## config.mk

```make
export PLATFORM = sky130hd
export DESIGN_NAME = sdp_x_chn_in_wait_fifo
export DESIGN_NICKNAME = d
export VERILOG_FILES = /design/src/rtl/sdp_x_chn_in_wait_fifo.sv
export SDC_FILE = /design/constraint.sdc
export NUM_CORES = 1
export LEC_CHECK = 0
export CAP_MARGIN = 15
export CORE_UTILIZATION = 48
export CTS_CLUSTER_DIAMETER = 200
export DETAILED_ROUTE_END_ITERATION = 10
export PLACE_DENSITY = 0.76
export SLEW_MARGIN = 40
export SYNTH_ARGS = -nofsm -noshare
export SYNTH_HDL_FRONTEND = slang
export SYNTH_SLANG_ARGS = --single-unit
```

## constraint.sdc

```tcl
create_clock -name nvdla_core_clk -period 11.3 [get_ports nvdla_core_clk]
set_input_delay 3.39 -clock nvdla_core_clk [delete_from_list [all_inputs] [get_ports nvdla_core_clk]]
set_output_delay 3.39 -clock nvdla_core_clk [all_outputs]
set_load 0.05 [all_outputs]
```

## src/rtl/sdp_x_chn_in_wait_fifo.sv

```systemverilog
// SDP X operand-channel input buffer: DEPTH-entry elastic FIFO between the channel pipe and the core loop.
// Optional zero-latency empty bypass is enabled by defining SDP_X_CHN_IN_BYPASS_EN.
module sdp_x_chn_in_wait_fifo #(
    parameter int WIDTH = 256,
    parameter int DEPTH = 2,
    parameter int CNTW  = $clog2(DEPTH + 1)
) (
    input  logic             nvdla_core_clk,
    input  logic             nvdla_core_rst,
    input  logic [WIDTH-1:0] chn_rsc_z,
    input  logic             chn_rsc_vz,
    output logic             chn_rsc_lz,
    input  logic             chn_rsci_oswt,
    output logic             chn_rsci_bawt,
    output logic             chn_rsci_wen_comp,
    output logic [WIDTH-1:0] chn_rsci_d_mxwt,
    output logic [CNTW-1:0]  chn_rsci_cnt
);

    localparam int              PTRW     = (DEPTH > 1) ? $clog2(DEPTH) : 1;
    localparam logic [CNTW-1:0] FULL_CNT = CNTW'(DEPTH);
    localparam logic [PTRW-1:0] LAST_PTR = PTRW'(DEPTH - 1);

    logic [WIDTH-1:0] r_mem [DEPTH];
    logic [PTRW-1:0]  r_wr_ptr;
    logic [PTRW-1:0]  r_rd_ptr;
    logic [CNTW-1:0]  r_cnt;
    logic [WIDTH-1:0] r_last;

    logic             w_empty;
    logic             w_full;
    logic             w_lz;
    logic             w_byp;
    logic             w_bawt;
    logic             w_push;
    logic             w_pop;
    logic             w_wr;
    logic             w_rd;
    logic [WIDTH-1:0] w_head;
    logic [WIDTH-1:0] w_d;

    assign w_empty = (r_cnt == '0);
    assign w_full  = (r_cnt == FULL_CNT);

    // Ready depends only on reset and registered occupancy, so a full buffer
    // cannot re-open in the same cycle that it pops.
    assign w_lz   = ~nvdla_core_rst & ~w_full;
    assign w_push = chn_rsc_vz & w_lz;

`ifdef SDP_X_CHN_IN_BYPASS_EN
    assign w_byp = w_empty & chn_rsc_vz & ~nvdla_core_rst;
`else
    assign w_byp = 1'b0;
`endif

    assign w_bawt = ~w_empty | w_byp;
    assign w_pop  = chn_rsci_oswt & w_bawt;

    // A bypassed word consumed by the core never touches storage.
    assign w_wr = w_push & ~(w_byp & chn_rsci_oswt);
    assign w_rd = w_pop & ~w_empty;

    assign w_head = r_mem[r_rd_ptr];

    // NOTE: every always_comb output gets a default first so no path can infer a latch.
    always_comb begin
        w_d = r_last;
        if (!w_empty) begin
            w_d = w_head;
        end else if (w_byp) begin
            w_d = chn_rsc_z;
        end
    end

    // NOTE: storage is not reset; only the pointers and count that qualify it are.
    always_ff @(posedge nvdla_core_clk) begin
        if (w_wr) begin
            r_mem[r_wr_ptr] <= chn_rsc_z;
        end
    end

    // NOTE: sequential state uses non-blocking assignments so all registers update from pre-edge values.
    always_ff @(posedge nvdla_core_clk or posedge nvdla_core_rst) begin
        if (nvdla_core_rst) begin
            r_wr_ptr <= '0;
            r_rd_ptr <= '0;
            r_cnt    <= '0;
            r_last   <= '0;
        end else begin
            if (w_wr) begin
                r_wr_ptr <= (r_wr_ptr == LAST_PTR) ? '0 : r_wr_ptr + 1'b1;
            end
            if (w_rd) begin
                r_rd_ptr <= (r_rd_ptr == LAST_PTR) ? '0 : r_rd_ptr + 1'b1;
            end
            if (w_pop) begin
                r_last <= w_d;
            end
            case ({w_wr, w_rd})
                2'b10:   r_cnt <= r_cnt + 1'b1;
                2'b01:   r_cnt <= r_cnt - 1'b1;
                default: r_cnt <= r_cnt;
            endcase
        end
    end

    assign chn_rsc_lz        = w_lz;
    assign chn_rsci_bawt     = w_bawt;
    assign chn_rsci_wen_comp = ~chn_rsci_oswt | w_bawt;
    assign chn_rsci_d_mxwt   = w_d;
    assign chn_rsci_cnt      = r_cnt;

`ifndef SYNTHESIS
    a_no_push_full: assert property (@(posedge nvdla_core_clk) disable iff (nvdla_core_rst)
        w_wr |-> !w_full);
    a_no_pop_empty: assert property (@(posedge nvdla_core_clk) disable iff (nvdla_core_rst)
        w_rd |-> !w_empty);
    a_cnt_range: assert property (@(posedge nvdla_core_clk) disable iff (nvdla_core_rst)
        r_cnt <= FULL_CNT);
`endif

endmodule

```

======== Word level (Yosys, flattened, before mapping) ========
Memories as Yosys holds them, arrays and structs flattened.
Index checks and enable logic that the tools add are counted.
word-level totals
  bits in registers ....................... 260
  RAM bits ................................ 512
  input bits .............................. 260
  word-level logic and storage cells ...... 29
  memories kept ........................... 1
memories
  memory  words  width  rd ports  clocked after memory_dff  wr ports  RTL line  RTL
  r_mem   2      256    1         0                         1         24        logic [WIDTH-1:0] r_mem [DEPTH];
operators by class
  add/subtract/negate cells ............... 4
  equal/unequal tests ..................... 3
  muxes and demuxes ....................... 6
  bitwise operators ....................... 9
  reduce and logical (&&, ||, !) cells .... 2
operators by type and width
  operator             number
  $mux 256             1
  $and 1x1->1          4
  $eq 2x2->1 const B   2
  $mux 1               4
  $not 1->1            4
  $pmux 2 s2           1
  $add 1x1->1 const B  2
  $add 2x1->2 const B  1
  $eq 2x1->1 const B   1
  $logic_not 2->1      1
  $reduce_bool 2->1    1
  $sub 2x1->2 const B  1
  $or 1x1->1           1

======== Longest topological paths before layout ========
  depth after elaboration ................. 6
  mapped depth ............................ 10
  mapped depth without buffers ............ 6

======== Least setup slack after synthesis ========
Ideal clock, no wire load.
  path kind ............................... input to register
  start ................................... input nvdla_core_rst
  end ..................................... memory r_mem[0][0], enable pin
  library setup time ...................... 875 ps
  data arrival time ....................... 20652 ps
  data required time ...................... 10425 ps
  slack ................................... -10227 ps
  cell stages on the path ................. 3
  buffers on the path ..................... 0
  cells stage by stage .................... inv_1 -> o211ai_1 -> nor2_1
on the way
  longest elaborated chain between the ends .. 5
ends and longest elaborated chain
  element                       RTL line  RTL
  from (decl)                   9         input logic nvdla_core_rst,
  $not 1->1                     47        assign w_lz = ~nvdla_core_rst & ~w_full;
  $and 1x1->1                   47
  $and 1x1->1                   48        assign w_push = chn_rsc_vz & w_lz;
  $mux 1                        77        if (w_wr) begin
  $mux 1 (not written as such)  78        r_mem[r_wr_ptr] <= chn_rsc_z;
  to (decl)                     24
Every way passes these cells.

======== Final worst setup path ========
  start ................................... input nvdla_core_rst
  end ..................................... output chn_rsc_lz
on the way
  longest elaborated chain between the ends .. 2
ends and longest elaborated chain
  element      RTL line  RTL
  $not 1->1    47
  $and 1x1->1  47
  to (decl)    12        output logic chn_rsc_lz,
Every way passes these cells.

==> qor.csv <==
metric;value;unit
switching_share;44.3;%
postPlaceCellArea;0.0357;sq mm
cp.required;7.91;ns
grt_usage;21.5;%
whs;0.480;ns
layout.nets;2959;
switching_power;5.76;mW
cts_tree;built;
syn_area;0.0302;sq mm
num_vias;19065;
instances_no_fill;3606;
cts_buffers;80;
min_path_type;reg2reg;
period_share;73.3;%
multiInputGateArea;0.00717;sq mm
status;finished clean;
syn_nets;2474;
crit_path_start_kind;primary input;
drv_slew;0;
p_int;7.24;mW
crit_path_end_kind;output port;
htree_levels;3;
postRouteAntennaNets;0;
relSlewSlack;44.9;%
grt.busiest_layer;met2;
dr.pass1.iters;5;
post_cts_resized;0;
p_total;13.0;mW
routed_wl;70100;um
setup_violations;0;
hold_viol;0;
clk-insertion-delay-late;0.62;ns
dp_hpwl;43400;um
viasPerCell;5.29;
synth_top_cell_by_area;edfxtp_1;
tightest_slew;0.827;ns
drv_cap;0;
clk_path_buf_depth;3;
synth_seq_area_share;72.6;%
fin_area;0.0383;sq mm
start_util;48.7;%
p_leak;14.8;nW
max_freq;121;MHz
rsz0062_at_grt;no;
fin_tns_setup;0;ns
syn2layout_area_growth;27.2;%
irDropWorstVdd;0.287;mV
regArea;0.0219;sq mm
die_w;253;um
pwr-share-seq;31.3;%
root_buffer;clkbuf_16;
layout_commonest_cell;clkdlybuf4s50_1;
arrival;4.89;ns
critical_path_class;in2out;
syn_avg_cell_area;13.6;sq um
globalRouteMet2Util;35.0;%
holdBufCountCts;0;
grt_max_degree;138;
die_area;0.0638;sq mm
ys_top_cells_by_area;edfxtp_1 51%, dfrtp_1 22%, mux2i_1 8.5%;
place_ws;3.03;ns
synth_top_area_share;51.0;%
cts.clk_slew.worst_paths;0.05;ns
ios;521;
post_drt_wl_per_cell;19.4;um
antenna_found_initial;18;
global_route.overflow_total;0;
fin_util;61.9;%
fin_skew;0.0295;ns
yosysWarnings;0;
clkSinkCount;772;
drive_gt1_share;5.47;%
use_met3;7.92;%
nFillCells;4560;
grt_pass1_vias;19471;
cp_max_fo;2;
power_density;339;mW/mm^2
dp_cells;3451;
row_count;91;
fp.dieH;253;um
synthCells;2213;
post-route-min-period;8.28;ns
port_buffers;520;
fin_ws;3.02;ns
grt_pass1_wl;106000;um
core_area;0.0619;sq mm
dr.first_iter.drc_count;1303;
met1_usage;25.4;%
cts_setup_buffers;0;
synth_cell_type_count;22;
drc_errors;0;
pwr-share-clk;19.7;%
layout_common_cells;520 x clkdlybuf4s50_1, 512 x edfxtp_1, 259 x dfrtp_1;
gp_congestion;0.798;
ys_ff_latch;772;
power_frac_comb;49.1;%
cells by family after synthesis:
family	share of synthesized area [%]
AOI/OAI and AO/OA	8.59
xor gates and xnor gates	0.145
adders and majority gates	0.0415
buffers and inverters	3.69
DFF	72.6
muxes	8.50
and+or+nand+nor	6.46
cell usage after synthesis:
| master | count |
|---|---|
| and3_1 | 1 |
| o211ai_1 | 1 |
| o21ai_4 | 1 |
| inv_1 | 4 |
| ha_1 | 1 |
| clkbuf_2 | 7 |
| o21ai_1 | 180 |
| buf_4 | 1 |
| o21ai_0 | 76 |
| nor2_1 | 258 |
| nand3_1 | 1 |
| buf_1 | 4 |
| buf_6 | 63 |
| clkbuf_1 | 8 |
| edfxtp_1 | 512 |
| or2_1 | 1 |
| buf_2 | 60 |
| dfrtp_1 | 260 |
| xnor2_1 | 5 |
| mux2i_1 | 256 |
| a21oi_1 | 257 |
| nand2_1 | 256 |
critical path, stage by stage:
cell and delay, ns:
clkdlybuf4s50_1 0.46, a21oi_1 0.19, clkdlybuf4s50_1 0.84
layer usage:
metal	wire [um]	up-vias
li1	-	8898
met4	2810	20
met3	6610	166
met5	129	-
met2	34100	664
met1	26500	9317
worst paths after layout:
| kind | from | endpoint | slack (ns) | cells after the start |
|---|---|---|---|---|
| worst max-delay path | nvdla_core_rst | chn_rsc_lz | 3.02 | 3 |
| worst min-delay path | r_last[109] | r_last[109] | 0.48 | 2 |
| worst max register to register | chn_rsci_cnt[0] | r_mem[1][204] | 8.36 | 5 |
| worst min register to register | r_last[109] | r_last[109] | 0.48 | 2 |
| max in group asynchronous | nvdla_core_rst | r_rd_ptr | 6.29 | 4 |
| min in group asynchronous | nvdla_core_rst | chn_rsci_cnt[0] | 3.25 | 2 |
power by group through the flow:
stage	clock, mW	combinational, mW	sequential, mW
after floorplan	0	4.51	4.07
after global placement	0	6.24	4.07
after detailed placement	0	6.36	4.11
after CTS	2.61	6.40	4.06
after global routing	2.72	6.72	4.14
final	2.56	6.38	4.06
flip-flops by register name, indices dropped and copies added (netlist names):
| register | count |
|---|---|
| chn_rsci_cnt | 2 |
| r_mem | 512 |
| r_rd_ptr | 1 |
| r_last | 256 |
| r_wr_ptr | 1 |
cell type report:
class	instances	area share, %
inverters	4	0.0489
flip-flops and latches	772	57.1
multi-input cells	1294	18.7
clock buffers	119	5.99
diodes	6	0.0392
clock inverters	28	0.698
repair buffers	546	14.7
well taps	837	2.73
Note: power is estimated with default switching activity, not from simulation.
